$ cat src/rtl/ssc_serial_tx_if.sv
// Parallel-side request and serial-side status signals of the frame serializer.
interface ssc_serial_tx_if #(
  parameter int WIDTH = 4
);
  logic             start_in;
  logic [WIDTH-1:0] word_in;
  logic             data_out;
  logic             busy;
  logic             frame_done;

  modport master (output start_in, output word_in,
                  input  data_out, input busy, input frame_done);
  modport slave  (input  start_in, input word_in,
                  output data_out, output busy, output frame_done);
endinterface

$ cat src/rtl/ssc_serial_tx.sv
// Frame serializer: preamble then payload word MSB-first on a one-bit line,
// each bit held BIT_CYCLES clocks, followed by a GAP_BITS idle guard.
module ssc_serial_tx #(
  parameter int                 WIDTH      = 4,
  parameter int                 PRE_LEN    = 4,
  parameter logic [PRE_LEN-1:0] PREAMBLE   = 4'b1101,
  parameter int                 BIT_CYCLES = 1,
  parameter int                 GAP_BITS   = 2
) (
  input  logic            clk_main,
  input  logic            rst,
  ssc_serial_tx_if.slave  tx
);
  localparam int FW    = PRE_LEN + WIDTH;
  localparam int MAX_A = (PRE_LEN > WIDTH) ? PRE_LEN : WIDTH;
  localparam int MAX_B = (MAX_A > GAP_BITS) ? MAX_A : GAP_BITS;
  localparam int IW    = (MAX_B > 1) ? $clog2(MAX_B) : 1;
  localparam int CW    = (BIT_CYCLES > 1) ? $clog2(BIT_CYCLES) : 1;

  localparam logic [CW-1:0] CYC_LAST = CW'(BIT_CYCLES - 1);
  localparam logic [IW-1:0] PRE_LAST = IW'(PRE_LEN - 1);
  localparam logic [IW-1:0] DAT_LAST = IW'(WIDTH - 1);
  localparam logic [IW-1:0] GAP_LAST = IW'((GAP_BITS > 0) ? GAP_BITS - 1 : 0);

  typedef enum logic [1:0] {IDLE, PRE, DATA, GAP} state_t;

  state_t        state_q, state_d;
  logic [CW-1:0] cyc_q, cyc_d;
  logic [IW-1:0] idx_q, idx_d;
  logic [FW-1:0] sh_q, sh_d;
  logic          data_q, data_d;
  logic          busy_q, busy_d;
  logic          done_q, done_d;
  logic          start_q;

  logic          start_rise;
  logic          bit_end;
  logic [FW-1:0] sh_shift;

  assign start_rise = tx.start_in & ~start_q;
  assign bit_end    = (cyc_q == CYC_LAST);
  assign sh_shift   = {sh_q[FW-2:0], 1'b0};

  // Preamble and payload share one shift register; its MSB is the next bit to send.
  always_comb begin
    state_d = state_q;
    cyc_d   = cyc_q;
    idx_d   = idx_q;
    sh_d    = sh_q;
    data_d  = data_q;
    busy_d  = busy_q;
    done_d  = 1'b0;
    case (state_q)
      IDLE: begin
        data_d = 1'b0;
        busy_d = 1'b0;
        if (start_rise) begin
          sh_d    = {PREAMBLE, tx.word_in};
          state_d = PRE;
          idx_d   = '0;
          cyc_d   = '0;
          data_d  = PREAMBLE[PRE_LEN-1];
          busy_d  = 1'b1;
        end
      end
      PRE, DATA: begin
        if (!bit_end) begin
          cyc_d = cyc_q + 1'b1;
        end else begin
          cyc_d  = '0;
          sh_d   = sh_shift;
          idx_d  = idx_q + 1'b1;
          data_d = sh_shift[FW-1];
          if (state_q == PRE && idx_q == PRE_LAST) begin
            state_d = DATA;
            idx_d   = '0;
          end else if (state_q == DATA && idx_q == DAT_LAST) begin
            done_d = 1'b1;
            data_d = 1'b0;
            idx_d  = '0;
            if (GAP_BITS == 0) begin
              state_d = IDLE;
              busy_d  = 1'b0;
            end else begin
              state_d = GAP;
            end
          end
        end
      end
      GAP: begin
        data_d = 1'b0;
        if (!bit_end) begin
          cyc_d = cyc_q + 1'b1;
        end else begin
          cyc_d = '0;
          if (idx_q == GAP_LAST) begin
            state_d = IDLE;
            idx_d   = '0;
            busy_d  = 1'b0;
          end else begin
            idx_d = idx_q + 1'b1;
          end
        end
      end
      default: begin
        state_d = IDLE;
        data_d  = 1'b0;
        busy_d  = 1'b0;
      end
    endcase
  end

  // start_q resets high so a level already asserted at reset release is not a rise.
  always_ff @(posedge clk_main) begin
    if (rst) begin
      state_q <= IDLE;
      cyc_q   <= '0;
      idx_q   <= '0;
      sh_q    <= '0;
      data_q  <= 1'b0;
      busy_q  <= 1'b0;
      done_q  <= 1'b0;
      start_q <= 1'b1;
    end else begin
      state_q <= state_d;
      cyc_q   <= cyc_d;
      idx_q   <= idx_d;
      sh_q    <= sh_d;
      data_q  <= data_d;
      busy_q  <= busy_d;
      done_q  <= done_d;
      start_q <= tx.start_in;
    end
  end

  assign tx.data_out   = data_q;
  assign tx.busy       = busy_q;
  assign tx.frame_done = done_q;
endmodule

$ cat src/flat_wrapper.sv
// flat-port wrapper written by rule: the top's interface ports become plain ports
module ssc_serial_tx_flat 
#(
  parameter int                 WIDTH      = 4,
  parameter int                 PRE_LEN    = 4,
  parameter logic [PRE_LEN-1:0] PREAMBLE   = 4'b1101,
  parameter int                 BIT_CYCLES = 1,
  parameter int                 GAP_BITS   = 2
)
  (clk_main, rst, tx_start_in, tx_word_in, tx_data_out, tx_busy, tx_frame_done);
  ssc_serial_tx_if #(.WIDTH(WIDTH)) tx_i ();
  input  logic clk_main;
  input  logic rst;
  input wire logic [$bits(tx_i.start_in)-1:0] tx_start_in;
  input wire logic [$bits(tx_i.word_in)-1:0] tx_word_in;
  output wire logic [$bits(tx_i.data_out)-1:0] tx_data_out;
  output wire logic [$bits(tx_i.busy)-1:0] tx_busy;
  output wire logic [$bits(tx_i.frame_done)-1:0] tx_frame_done;
  assign tx_i.start_in = tx_start_in;
  assign tx_i.word_in = tx_word_in;
  assign tx_data_out = tx_i.data_out;
  assign tx_busy = tx_i.busy;
  assign tx_frame_done = tx_i.frame_done;
  ssc_serial_tx #(.WIDTH(WIDTH), .PRE_LEN(PRE_LEN), .PREAMBLE(PREAMBLE), .BIT_CYCLES(BIT_CYCLES), .GAP_BITS(GAP_BITS)) u_core (.clk_main(clk_main), .rst(rst), .tx(tx_i));
endmodule
$ cat config.mk
export PLATFORM = sky130hd
export DESIGN_NAME = ssc_serial_tx_flat
export DESIGN_NICKNAME = d
export VERILOG_FILES = /design/src/rtl/ssc_serial_tx_if.sv /design/src/rtl/ssc_serial_tx.sv /design/src/flat_wrapper.sv
export SDC_FILE = /design/constraint.sdc
export NUM_CORES = 1
export LEC_CHECK = 0
export ABC_AREA = 1
export BUFFER_PORTS_ARGS = -buffer_cell sky130_fd_sc_hd__buf_2
export CAP_MARGIN = 15
export CELL_PAD_IN_SITES_DETAIL_PLACEMENT = 1
export CELL_PAD_IN_SITES_GLOBAL_PLACEMENT = 1
export CORE_MARGIN = 1
export CORE_UTILIZATION = 42
export DETAILED_ROUTE_END_ITERATION = 7
export GPL_ROUTABILITY_DRIVEN = 0
export GPL_TIMING_DRIVEN = 0
export PLACE_DENSITY = 0.83
export SETUP_SLACK_MARGIN = 0.2
export SYNTH_ARGS = -nofsm -noshare
export SYNTH_HDL_FRONTEND = slang
export SYNTH_SLANG_ARGS = --single-unit
$ cat constraint.sdc
create_clock -name clk_main -period 4.1 [get_ports clk_main]
set_clock_uncertainty 0.2 [all_clocks]
set_input_delay 0.82 -clock clk_main [delete_from_list [all_inputs] [get_ports clk_main]]
set_output_delay 0.82 -clock clk_main [all_outputs]
set_load 0.005 [all_outputs]
**Word level (Yosys, flattened, before mapping)**

Index checks and enable logic that the tools add are counted.

- Add/sub/neg operators: 2
- Equal/unequal tests: 10
- Multiplexer cells: 29
- Bitwise gates (word level): 3
- Reduce and logical (&&, ||, !) cells: 12

Operators by type and width:

| kind | count |
|---|---|
| $mux W2 | 12 |
| $mux W7 | 2 |
| $pmux W7 S2 | 1 |
| $pmux W2 S3 | 2 |
| $mux W1 | 9 |
| $reduce_and A3 Y1 | 3 |
| $eq A2 B2 Y1 const B | 3 |
| $reduce_and A5 Y1 | 1 |
| $eq A2 B1 Y1 const B | 2 |
| $ne A2 B1 Y1 const B | 2 |
| $ne A2 B2 Y1 const B | 2 |
| $pmux W1 S2 | 2 |
| $reduce_bool A2 Y1 | 2 |
| $reduce_or A4 Y1 | 1 |
| $ne A3 B1 Y1 const B | 1 |
| $pmux W1 S3 | 1 |
| $reduce_or A3 Y1 | 1 |
| $add A2 B1 Y2 const B | 1 |
| $logic_and A1 B1 Y1 | 2 |
| $logic_not A2 Y1 | 1 |
| $not A1 Y1 | 2 |
| $reduce_or A2 Y1 | 1 |
| $add A1 B1 Y1 const B | 1 |
| $and A1 B1 Y1 | 1 |

- Flip-flop bits (word level): 16
- Word-level logic and storage cells: 64

**Depth between registers and ports, before layout**

Gate-level depths: netlist of the first run.

- Depth in word-level cells: 6
- Mapped depth: 8
- Depth with buffers taken out: 8

**Worst setup path after synthesis of the first run**

Ideal clock, no wire load.

- Path kind: input to register
- From: input port tx_start_in
- To: register u_core.state_q[0]
- Library setup time: 0.113 ns
- Data arrival time: 1.301 ns
- Slack: 2.485 ns
- Stages on the path: 6
- Path buffers: 0
- Cell sequence: nand2_1 > nand2_2 > nand3_1 > nand2_1 > nand2_1 > nor2_1

- Word-level cells in the longest chain between the ends: 3

RTL lines:

| item | RTL line | text |
|---|---|---|
| from (decl) | flat_wrapper.sv:14 | `input wire logic [$bits(tx_i.start_in)-1:0] tx_start_in;` |
| $and A1 B1 Y1 | ssc_serial_tx.sv:40 | `assign start_rise = tx.start_in & ~start_q;` |
| $ne A2 B1 Y1 (no line) | - |  |
| $reduce_and A5 Y1 (no line) | - |  |
| to (signal assigned) | ssc_serial_tx.sv:125 | `state_q <= state_d;` |
| to (decl) | ssc_serial_tx.sv:27 | `state_t state_q, state_d;` |

No other way between the ends.
A chain may end at the register's enable or synchronous reset.

**Final worst setup path of the first run**

- From: register u_core.state_q[0]
- To: register u_core.idx_q[1]

- Word-level cells in the longest chain between the ends: 6
- Elaborated cells on any way between the ends: 15
- Those cells by class: eq/ne (6); mux (4); reduce/logical (5)

RTL lines:

| item | RTL line | text |
|---|---|---|
| $eq A2 B2 Y1 | ssc_serial_tx.sv:53, ssc_serial_tx.sv:77 |  |
| $logic_and A1 B1 Y1 | ssc_serial_tx.sv:77 | `end else if (state_q == DATA && idx_q == DAT_LAST) begin` |
| $mux W2 | ssc_serial_tx.sv:77 |  |
| $mux W2 | ssc_serial_tx.sv:74 | `if (state_q == PRE && idx_q == PRE_LAST) begin` |
| $mux W2 | ssc_serial_tx.sv:67 | `if (!bit_end) begin` |
| $pmux W2 S3 | ssc_serial_tx.sv:53 | `case (state_q)` |
| to (signal assigned) | ssc_serial_tx.sv:127 | `idx_q <= idx_d;` |
| to (decl) | ssc_serial_tx.sv:29 | `logic [IW-1:0] idx_q, idx_d;` |

Several ways; a longest one is shown, not always the timed one. The select of a mux whose other input is x is not followed.

==> results of run 1 <==
[worst register-to-register path, stage by stage (launching register included)]
cell and delay (ps):
dfxtp_1 370, inv_1 110, ha_1 350, buf_6 160, inv_1 100, o21ai_0 200
nand2_1 100, a21oi_1 120
[metrics by stage]
stage / utilization (%) / cells / instance area (sq um)
after global routing: 51.11 / 146 / 892.1
after floorplan: - / 108 / 789.5
after global placement: 49.61 / 142 / 865.8
final: 51.11 / 146 / 892.1
after CTS: 51.11 / 146 / 892.1
after detailed placement: 49.61 / 142 / 865.8
[report_power, final]
part           leakage (nW)  internal [mW]  total [mW]  switching [mW]
combinational         0.287          0.117       0.332           0.215
clock                0.0150         0.0378      0.0847          0.0470
sequential            0.123          0.187       0.209          0.0219
[cell type report]
class,instances,area (sq um)
multi-input cells,80,429.2
well taps,25,31.28
repair buffers,9,45.04
inverters,11,41.29
clock buffers,4,26.28
fillers,244,853.3
plain buffers,2,18.77
flip-flops and latches,15,300.3
[worst max-delay path by stage]
stage                            from           endpoint  slack, ps  cells past startpoint
detailed placement        tx_start_in  u_core.state_q[1]       2190                      7
global route        u_core.state_q[0]     u_core.sh_q[2]       2200                      7
CTS                 u_core.state_q[0]    u_core.idx_q[1]       2330                      7
floorplan                 tx_start_in  u_core.state_q[0]       2490                      6
finish              u_core.state_q[0]    u_core.idx_q[1]       2350                      7
global placement          tx_start_in  u_core.state_q[0]       2260                      7
[state kept, by name, summed over array words and instances (netlist names)]
name / cells
u_core.idx_q: 2
u_core.tx.frame_done: 1
u_core.tx.data_out: 1
u_core.state_q: 2
u_core.tx.busy: 1
u_core.sh_q: 7
u_core.start_q: 1
[per-layer routing]
| metal | part of all wire [%] | GRT usage (%) | wire length [microns] | up-vias |
|---|---|---|---|---|
| met1 | 45 | 24.63 | 836 | 329 |
| met4 | 1.6 | 9.091 | 29 | 0 |
| met2 | 52 | 36.52 | 971 | 5 |
| li1 | - | - | - | 368 |
| met5 | 0 | 0 | 0 | - |
| met3 | 1.1 | 2.400 | 20 | 4 |
[cells in the mapped netlist, drive strengths merged]
master / n / share of area (%)
a21oi: 8 / 5.5
buf: 2 / 2.4
dfxtp: 15 / 38
ha: 8 / 13
inv: 11 / 5.2
mux2i: 1 / 1.3
nand2: 27 / 13
nand3: 4 / 2.5
nor2: 17 / 8.4
nor3: 2 / 1.3
o21ai: 11 / 7.4
o21bai: 1 / 0.95
or2: 1 / 0.79
[logic make-up (layout without fill, tap and decap cells)]
logic type,count (synthesis),in the layout
mux,1,1
buf+inv,13,26
flops,15,15
simple gates,51,51
compound gates,20,20
fa+ha+maj,8,8
[layout by cell type (no fill, tap or decap), types with 3 or more instances in the layout]
| master | netlist | final |
|---|---|---|
| a21oi_1 | 7 | 7 |
| nand3_1 | 4 | 4 |
| clkbuf_4 | 0 | 3 |
| ha_1 | 8 | 8 |
| nor2_1 | 16 | 16 |
| buf_2 | 0 | 9 |
| o21ai_0 | 9 | 9 |
| inv_1 | 11 | 11 |
| dfxtp_1 | 15 | 15 |
| nand2_1 | 25 | 25 |
==> flow_summary.json, run 1 <==
{
  "synth_fa_ha_area_share_pct": 12.68,
  "timing.critical_path.buf_inv": 3,
  "area_growth_syn_to_layout_pct": 13.00,
  "antenna_found_initial": 0,
  "synth_top_family_by_area": "simple AND/OR/NAND/NOR gates",
  "slowest_stage_cell_crit_path": "dfxtp_1",
  "r2r.worst_path.cells": 7,
  "yosys_reg_bits": 15,
  "min_to": "u_core.sh_q[5]",
  "totalPowerFinal_mw": 0.6263,
  "grt_pass1_wl_microns": 2932,
  "critical_path.top_delay_family": "flip-flops",
  "synthXorXnorAreaFrac_pct": 0,
  "synth-seq-area-share_pct": 38.03,
  "wl_per_cell_microns": 12.72,
  "std_cell_rows": 15,
  "dieWidth_microns": 45.36,
  "final_min_period_over_clock_period_pct": 42.73,
  "synth-compound-area-share_pct": 13.95,
  "critical_path_peak_fanout": 10,
  "finalMaxSlewViolations": 0,
  "drc_errors": 0,
  "totalNegativeSetupSlack_ps": 0,
  "h-tree-depth": 1,
  "clock_path_buffers": 2,
  "postRouteAntennaNets": 0,
  "min_path_type": "reg -> reg",
  "syn_inst": 108,
  "root_buffer": "clkbuf_4",
  "finalHoldViolCount": 0,
  "path_class": "reg -> reg",
  "globalRoute.totalOverflow": 0,
  "port_buffers": 9,
  "die_area_sq_um": 2057,
  "ios": 10,
  "synth_area_sq_um": 789.5,
  "p_leak_nw": 0.4251,
  "cp.arrival_ps": 1770,
  "postSynthAreaPerCell_sq_um": 7.310,
  "cp-start-kind": "register",
  "max-vdd-ir-drop_mv": 0.2795,
  "numCtsBuffers": 3,
  "worstPathCellList": "inv_1, ha_1, buf_6, inv_1, o21ai_0, nand2_1, a21oi_1",
  "clkLatencyLatePin_ps": 280,
  "avgViaCountPerCell": 4.836,
  "initial_core_util_pct": 45.23,
  "fraction_of_final_layout_cells_with_drive_strength_greater_than_1_pct": 16.53,
  "drt_first_pass_iters": 4,
  "wl_microns": 1857,
  "cts.repair.resized": 0,
  "total_inserted_antenna_cells": 0,
  "syn_nets": 123,
  "hpwl_microns": 1450,
  "post-cts-setup-buffers": 0,
  "coreArea_sq_um": 1745,
  "grt_setup_unrepaired": "no",
  "crit_path_frequent_cell": "inv_1",
  "cts_tree": "yes",
  "slew-limit-headroom_pct": 80.22,
  "first_global_vias": 687,
  "clk_pin_slew_worst_paths_ps": 90,
  "chip_height_microns": 45.36,
  "finalHoldWorstSlack_ps": 287.3,
  "drtIter0Drc": 4,
  "worst_hold_path.num_cells": 2,
  "result_of_the_run": "complete, no violations",
  "required_ps": 4120,
  "max_freq_ghz": 0.5708,
  "pin_count_of_the_biggest_net_entering_global_routing": 11,
  "worst_r2r_startpoint": "u_core.state_q[0]",
  "powerDensity_nw_per_um2": 702.1,
  "finish.net_count": 137,
  "timing.rr.end": "u_core.idx_q[1]",
  "synth-simple-area-share_pct": 26.47,
  "clock_sink_count": 15,
  "cts_hold_buffers": 0,
  "critPathCaptureType": "register",
  "dr_total_vias": 706,
  "post-route-min-period_ps": 1752,
  "hold_start": "u_core.sh_q[5]",
  "setup-violations-final": 0,
  "post_synth_mux_area_share_pct": 1.268,
  "post-place-ws_ps": 2190,
  "global_route_usage_sum_pct": 20.57,
  "reg2reg_setup_slack_ps": 2350,
  "maxCapViolCount": 0,
  "count_of_cell_types_in_the_netlist": 19,
  "worst_slew_pin_slew_ps": 296.7,
  "max_stage_delay_ps": 370,
  "yosys_warnings": 0,
  "final_critical_path_setup_slack_ps": 2348
}
(Power assumes the default switching activity.)
==> inputs of run 2 (changes only) <==
Settings changed: ABC_AREA 1 to 0, PLACE_DENSITY 0.83 to 0.8.
Clock period 4.1 ns to 1.76 ns, I/O delays scaled along.
==> run 2 against run 1 <==
Effect of this change:
- sequential cell count unchanged
- global-route usage increased by 6.4 points
- first-iteration DRC count increased to 3.0 times the previous value
- register-to-register slack got worse by 2200 ps
- sequential share of layout area decreased by 7.5 points
- via count increased by 10%
- cell count decreased by 4.1%
- clock power increased by 150%
- non-clock buffer count increased by 10
- worst setup slack got worse by 2200 ps
- largest cell class unchanged
- highest routed layer unchanged
==> flow_summary.json, run 2 <==
{
  "port_buffers": 9,
  "timing.critical_path.buf_inv": 3,
  "die_area_sq_um": 2166,
  "top_reg_cell_synth": "dfxtp_1",
  "clk_pin_slew_worst_paths_ps": 100,
  "clock_sink_count": 15,
  "finalHoldViolCount": 0,
  "finish.net_count": 131,
  "max-vdd-ir-drop_mv": 1.146,
  "wl_microns": 2544,
  "critPathCaptureType": "register",
  "totalNegativeSetupSlack_ps": 0,
  "numCtsBuffers": 3,
  "slowest_stage_cell_crit_path": "dfxtp_4",
  "maxCapViolCount": 0,
  "crit_path_start": "u_core.state_q[0]",
  "worst_slew_pin_slew_ps": 474.2,
  "std_cell_rows": 15,
  "yosys_warnings": 0,
  "synth.cells.most_frequent": "15 x dfxtp_1, 8 x ha_1, 8 x inv_1",
  "finished_layout_cells": 140,
  "drtIter0Drc": 12,
  "count_leader_synth": "dfxtp_1",
  "final_critical_path_setup_slack_ps": 110.8,
  "hpwl_microns": 1410,
  "result_of_the_run": "complete, no violations",
  "syn_nets": 109,
  "global_route_usage_sum_pct": 26.95,
  "pin_count_of_the_biggest_net_entering_global_routing": 11,
  "cts_hold_buffers": 0,
  "coreArea_sq_um": 1802,
  "drt_first_pass_iters": 4,
  "yosys_reg_bits": 15,
  "grt_pass1_wl_microns": 3974,
  "postRouteAntennaNets": 0,
  "globalRoute.totalOverflow": 0,
  "dieWidth_microns": 46.54,
  "powerDensity_nw_per_um2": 1229,
  "chip_height_microns": 46.54,
  "synth_edf_count": 0,
  "post-route-min-period_ps": 1649,
  "clkLatencyLatePin_ps": 290,
  "worst_r2r_startpoint": "u_core.state_q[0]",
  "grt_setup_unrepaired": "yes",
  "syn_inst": 94,
  "fraction_of_final_layout_cells_with_drive_strength_greater_than_1_pct": 48.70,
  "synthTopCellsByArea": "dfxtp_1 36%, ha_1 12%, nor2b_1 5.3%",
  "post-synth-top-area-cell": "dfxtp_1",
  "area_growth_syn_to_layout_pct": 43.24,
  "totalPowerFinal_mw": 1.468,
  "avgViaCountPerCell": 5.550,
  "cts_tree": "yes",
  "largest_register_ff_count": 7,
  "max_stage_delay_ps": 400,
  "final_min_period_over_clock_period_pct": 93.70,
  "utilization_pct": 66.25,
  "wl_per_cell_microns": 18.17,
  "min_path_type": "in -> reg",
  "finalMaxSlewViolations": 0,
  "cp.arrival_ps": 1630,
  "largest_registers": "u_core.sh_q: 7 flops, u_core.idx_q: 2 flops, u_core.state_q: 2 flops",
  "p_leak_nw": 0.4439,
  "drc_errors": 0,
  "synth_area_sq_um": 833.3,
  "clock_path_buffers": 2,
  "regMostFlops": "u_core.sh_q",
  "hold_start": "tx_start_in",
  "postSynthAreaPerCell_sq_um": 8.865,
  "ios": 10,
  "max_freq_ghz": 0.6064,
  "slew-limit-headroom_pct": 68.39,
  "initial_core_util_pct": 46.25,
  "count_of_cell_types_in_the_netlist": 29,
  "root_buffer": "clkbuf_4",
  "critical_path_peak_fanout": 7,
  "path_class": "reg -> reg",
  "worstPathCellList": "inv_6, ha_4, buf_8, and3b_2, buf_6, a22oi_2, o32ai_2",
  "critical_path.top_delay_family": "flip-flops",
  "dr_total_vias": 777,
  "synth-seq-area-share_pct": 36.04,
  "cp-start-kind": "register",
  "required_ps": 1740,
  "setup-violations-final": 0,
  "layout_common_cells": "11 x dfxtp_1, 9 x buf_2, 8 x buf_4",
  "total_inserted_antenna_cells": 0,
  "h-tree-depth": 1,
  "synth_top_cell_area_share_pct": 36.04,
  "place_inst": 128,
  "first_global_vias": 823,
  "antenna_found_initial": 0,
  "post-place-ws_ps": 70.19,
  "share_of_flip_flops_with_an_asynchronous_set_or_reset_pct": 0,
  "most_frequent_standard_cell_in_the_layout_excluding_fill_and_tap_cells": "dfxtp_1"
}
-- run 2: cell count changes in the layout (fill, tap and decap cells not counted), moves of 4 or more --
cell and change:
inv_1 -5, buf_4 +7, nor3_2 +5, dfxtp_1 -4
nor2b_1 +6, o21ai_0 -7, ha_4 +4, nor2_1 -14
nand2_1 -18, ha_1 -6
-- run 2: final timing paths --
path                                       end  slack [ps]  cells past startpoint
worst max-delay path            u_core.sh_q[0]         110                      7
worst min-delay path            u_core.start_q         130                      2
worst max register to register  u_core.sh_q[0]         110                      7
worst min register to register  u_core.sh_q[5]         290                      2
-- run 2: report_power, final --
part | total, mW | internal, mW | switching [mW] | leakage [nW]
Sequential | 0.466 | 0.407 | 0.0598 | 0.125
Combinational | 0.791 | 0.383 | 0.408 | 0.301
Clock | 0.210 | 0.0845 | 0.125 | 0.0177
-- run 2: area by class of cell --
type,count,area (sq um)
clock inverters,1,5.005
inverters,8,37.54
repair buffers,17,105.1
flip-flops and latches,15,312.8
multi-input cells,67,638.1
clock buffers,3,22.52
plain buffers,4,41.29
fillers,210,608.1
well taps,25,31.28
-- run 2: kinds of logic after synthesis --
family | Yosys count | share of synthesized area, %
multiplexers | 2 | 2.402
adder cells (fa/ha/maj) | 8 | 12.01
AO/OA/AOI/OAI | 22 | 19.82
flip-flops | 15 | 36.04
AND/OR/NAND/NOR | 35 | 23.27
buffers and inverters | 12 | 6.455
-- run 2: routing by layer --
layer / vias to the layer above / track usage, % / wire, microns / part of all wire [%]
li1: 375 / - / - / -
met1: 371 / 37.12 / 1192 / 47
met2: 23 / 39.72 / 1205 / 47
met3: 8 / 5.098 / 79 / 3.1
met4: 0 / 12.94 / 67 / 2.6
met5: - / 0 / 0 / 0
-- run 2: per-stage QoR --
step	cell area [sq um]	hold slack (ps)
5_1_grt	1194	131.3
4_1_cts	1124	105.6
6_report	1194	133.8
3_3_place_gp	924.6	256.9
2_1_floorplan	848.3	247.9
3_5_place_dp	924.6	270.2
-- run 2: what timing repair did --
action / CTS / global route
buffers inserted: 6 / 2
endpoints found under the setup margin: 9 / 13
gates resized for setup: 29 / 14
pin swaps: 6 / 7
==> inputs of run 3 (changes only) <==
Settings changed: CORE_ASPECT_RATIO from default to 0.7.
Clock period 1.76 ns to 1.7 ns, I/O delays scaled along.
==> run 3 against run 2 <==
Effect of this change:
- power rose by 6.1%
- combinational power rose by 7.7%
- sequential share of layout area grew 0.94 points
- via count up 0.13%
- global-route usage decreased by 1.1 points
- cell count decreased by 4.3%
- clock-buffer cell count unchanged
- non-clock buffer count shrank 3
- critical path depth decreased by 1
- fmax down 1.4%
- critical endpoint is now u_core.sh_q[3]
- highest routed layer unchanged
==> flow_summary.json, run 3 (synthesized netlist as in run 2, its figures left out) <==
{
  "finalHoldViolCount": 0,
  "root_buffer": "clkbuf_4",
  "fraction_of_final_layout_cells_with_drive_strength_greater_than_1_pct": 43.75,
  "r2r.worst_path.cells": 6,
  "post-route-min-period_ps": 1672,
  "maxCapViolCount": 0,
  "grt_setup_unrepaired": "yes",
  "clock_path_buffers": 2,
  "largest_registers": "u_core.sh_q: 7 flops, u_core.idx_q: 2 flops, u_core.state_q: 2 flops",
  "drc_errors": 0,
  "min_to": "u_core.start_q",
  "powerDensity_nw_per_um2": 1367,
  "min_path_type": "in -> reg",
  "wl_per_cell_microns": 19.87,
  "cp.arrival_ps": 1680,
  "clk_pin_slew_worst_paths_ps": 100,
  "first_global_vias": 730,
  "drtIter0Drc": 15,
  "clkLatencyLatePin_ps": 300,
  "multiInputGateArea_sq_um": 586.8,
  "finalMaxSlewViolations": 0,
  "grt_pass1_wl_microns": 3953,
  "reg2reg_setup_slack_ps": 30,
  "avgViaCountPerCell": 5.806,
  "cp-start-kind": "register",
  "std_cell_rows": 13,
  "path_class": "reg -> reg",
  "postRouteAntennaNets": 0,
  "final_critical_path_setup_slack_ps": 28.08,
  "worst_r2r_startpoint": "u_core.state_q[0]",
  "cts_tree": "yes",
  "max-vdd-ir-drop_mv": 0.7724,
  "total_inserted_antenna_cells": 0,
  "final.fill_count": 207,
  "totalNegativeSetupSlack_ps": 0,
  "critPathCaptureType": "register",
  "final_min_period_over_clock_period_pct": 98.35,
  "numCtsBuffers": 3,
  "p_leak_nw": 0.4383,
  "layout_common_cells": "12 x dfxtp_1, 9 x buf_2, 7 x nand2_1",
  "globalRoute.totalOverflow": 0,
  "finish.net_count": 128,
  "setup-violations-final": 0,
  "antenna_found_initial": 0,
  "hold_start": "tx_start_in",
  "critical_path_peak_fanout": 5,
  "initial_core_util_pct": 44.94,
  "hpwl_microns": 1610,
  "coreArea_sq_um": 1854,
  "dr_total_vias": 778,
  "result_of_the_run": "complete, no violations",
  "dieWidth_microns": 55.24,
  "post-place-ws_ps": 50.92,
  "finalHoldWorstSlack_ps": 77.74,
  "required_ps": 1710,
  "worst_slew_pin_slew_ps": 468.1,
  "area_growth_syn_to_layout_pct": 36.64,
  "pin_count_of_the_biggest_net_entering_global_routing": 11,
  "timing.rr.end": "u_core.sh_q[3]",
  "regMostFlops": "u_core.sh_q",
  "h-tree-depth": 1,
  "wl_microns": 2663,
  "drt_first_pass_iters": 4,
  "global_route_usage_sum_pct": 25.81,
  "place_inst": 125,
  "finished_layout_cells": 134,
  "max_freq_ghz": 0.5981,
  "clock_sink_count": 15,
  "chip_height_microns": 39.27,
  "ios": 10,
  "die_area_sq_um": 2169,
  "final-seq-area_sq_um": 309.0,
  "largest_register_ff_count": 7,
  "port_buffers": 9,
  "worst_hold_path.num_cells": 2,
  "slew-limit-headroom_pct": 68.79,
  "most_frequent_standard_cell_in_the_layout_excluding_fill_and_tap_cells": "dfxtp_1"
}
## run 3: cell count changes in the layout (fill, tap and decap cells not counted), moves of 2 or more
cell   before  now
buf_4       8    4
ha_1        2    5
ha_4        4    1
inv_1       6    4
## run 3: worst max path at each step
stage,cells past startpoint,slack [ps],endpoint,startpoint
floorplan,5,200,u_core.idx_q[1],u_core.idx_q[0]
global placement,5,60,u_core.sh_q[2],u_core.state_q[0]
detailed placement,6,50,u_core.sh_q[4],u_core.state_q[1]
CTS,5,110,u_core.state_q[1],u_core.state_q[0]
global route,6,-30,u_core.sh_q[3],u_core.state_q[1]
finish,6,30,u_core.sh_q[3],u_core.state_q[0]
## run 3: final cells by class
cell class	instances	area share (%)
multi-input combinational	67	51.54
sequential	15	27.14
inverter	8	3.407
buffer	4	3.626
timing repair buffer	14	9.451
clock buffer	3	1.978
clock inverter	1	0.4396
tap	22	2.418
## run 3: metrics by stage
step                total power, mW  cell area (sq um)  utilization [%]
floorplan                    0.9088              890.9                -
global placement              1.030              963.4            51.96
detailed placement            1.053              963.4            51.96
CTS                           1.478               1105            59.58
global route                  1.625               1139            61.40
finish                        1.557               1139            61.40
## run 3: power breakdown
part | internal (mW) | leakage, nW | switching (mW)
combinational | 0.439 | 0.296 | 0.412
clock | 0.0878 | 0.0177 | 0.128
sequential | 0.421 | 0.124 | 0.0677
## run 3: routing by layer
layer	up-vias	GRT usage [%]	part of all wire, %
li1	374	-	-
met1	384	30.62	45
met2	14	46.99	50
met3	6	6.271	2.9
met4	0	9.375	1.2
met5	-	0	0
## run 3: timing repair
item / in CTS / in global routing
hold buffers: 0 / 0
resized for setup: 13 / 10
gates cloned: 1 / 0
setup endpoints to repair: 13 / 13
setup buffers: 4 / 0
pin swaps: 8 / 3
## run 3: critical path: stages, from the launching register on
cell and delay, ps:
dfxtp_4 380, inv_4 70, ha_4 140, buf_8 100
nand3b_1 220, buf_4 240, a311oi_1 220
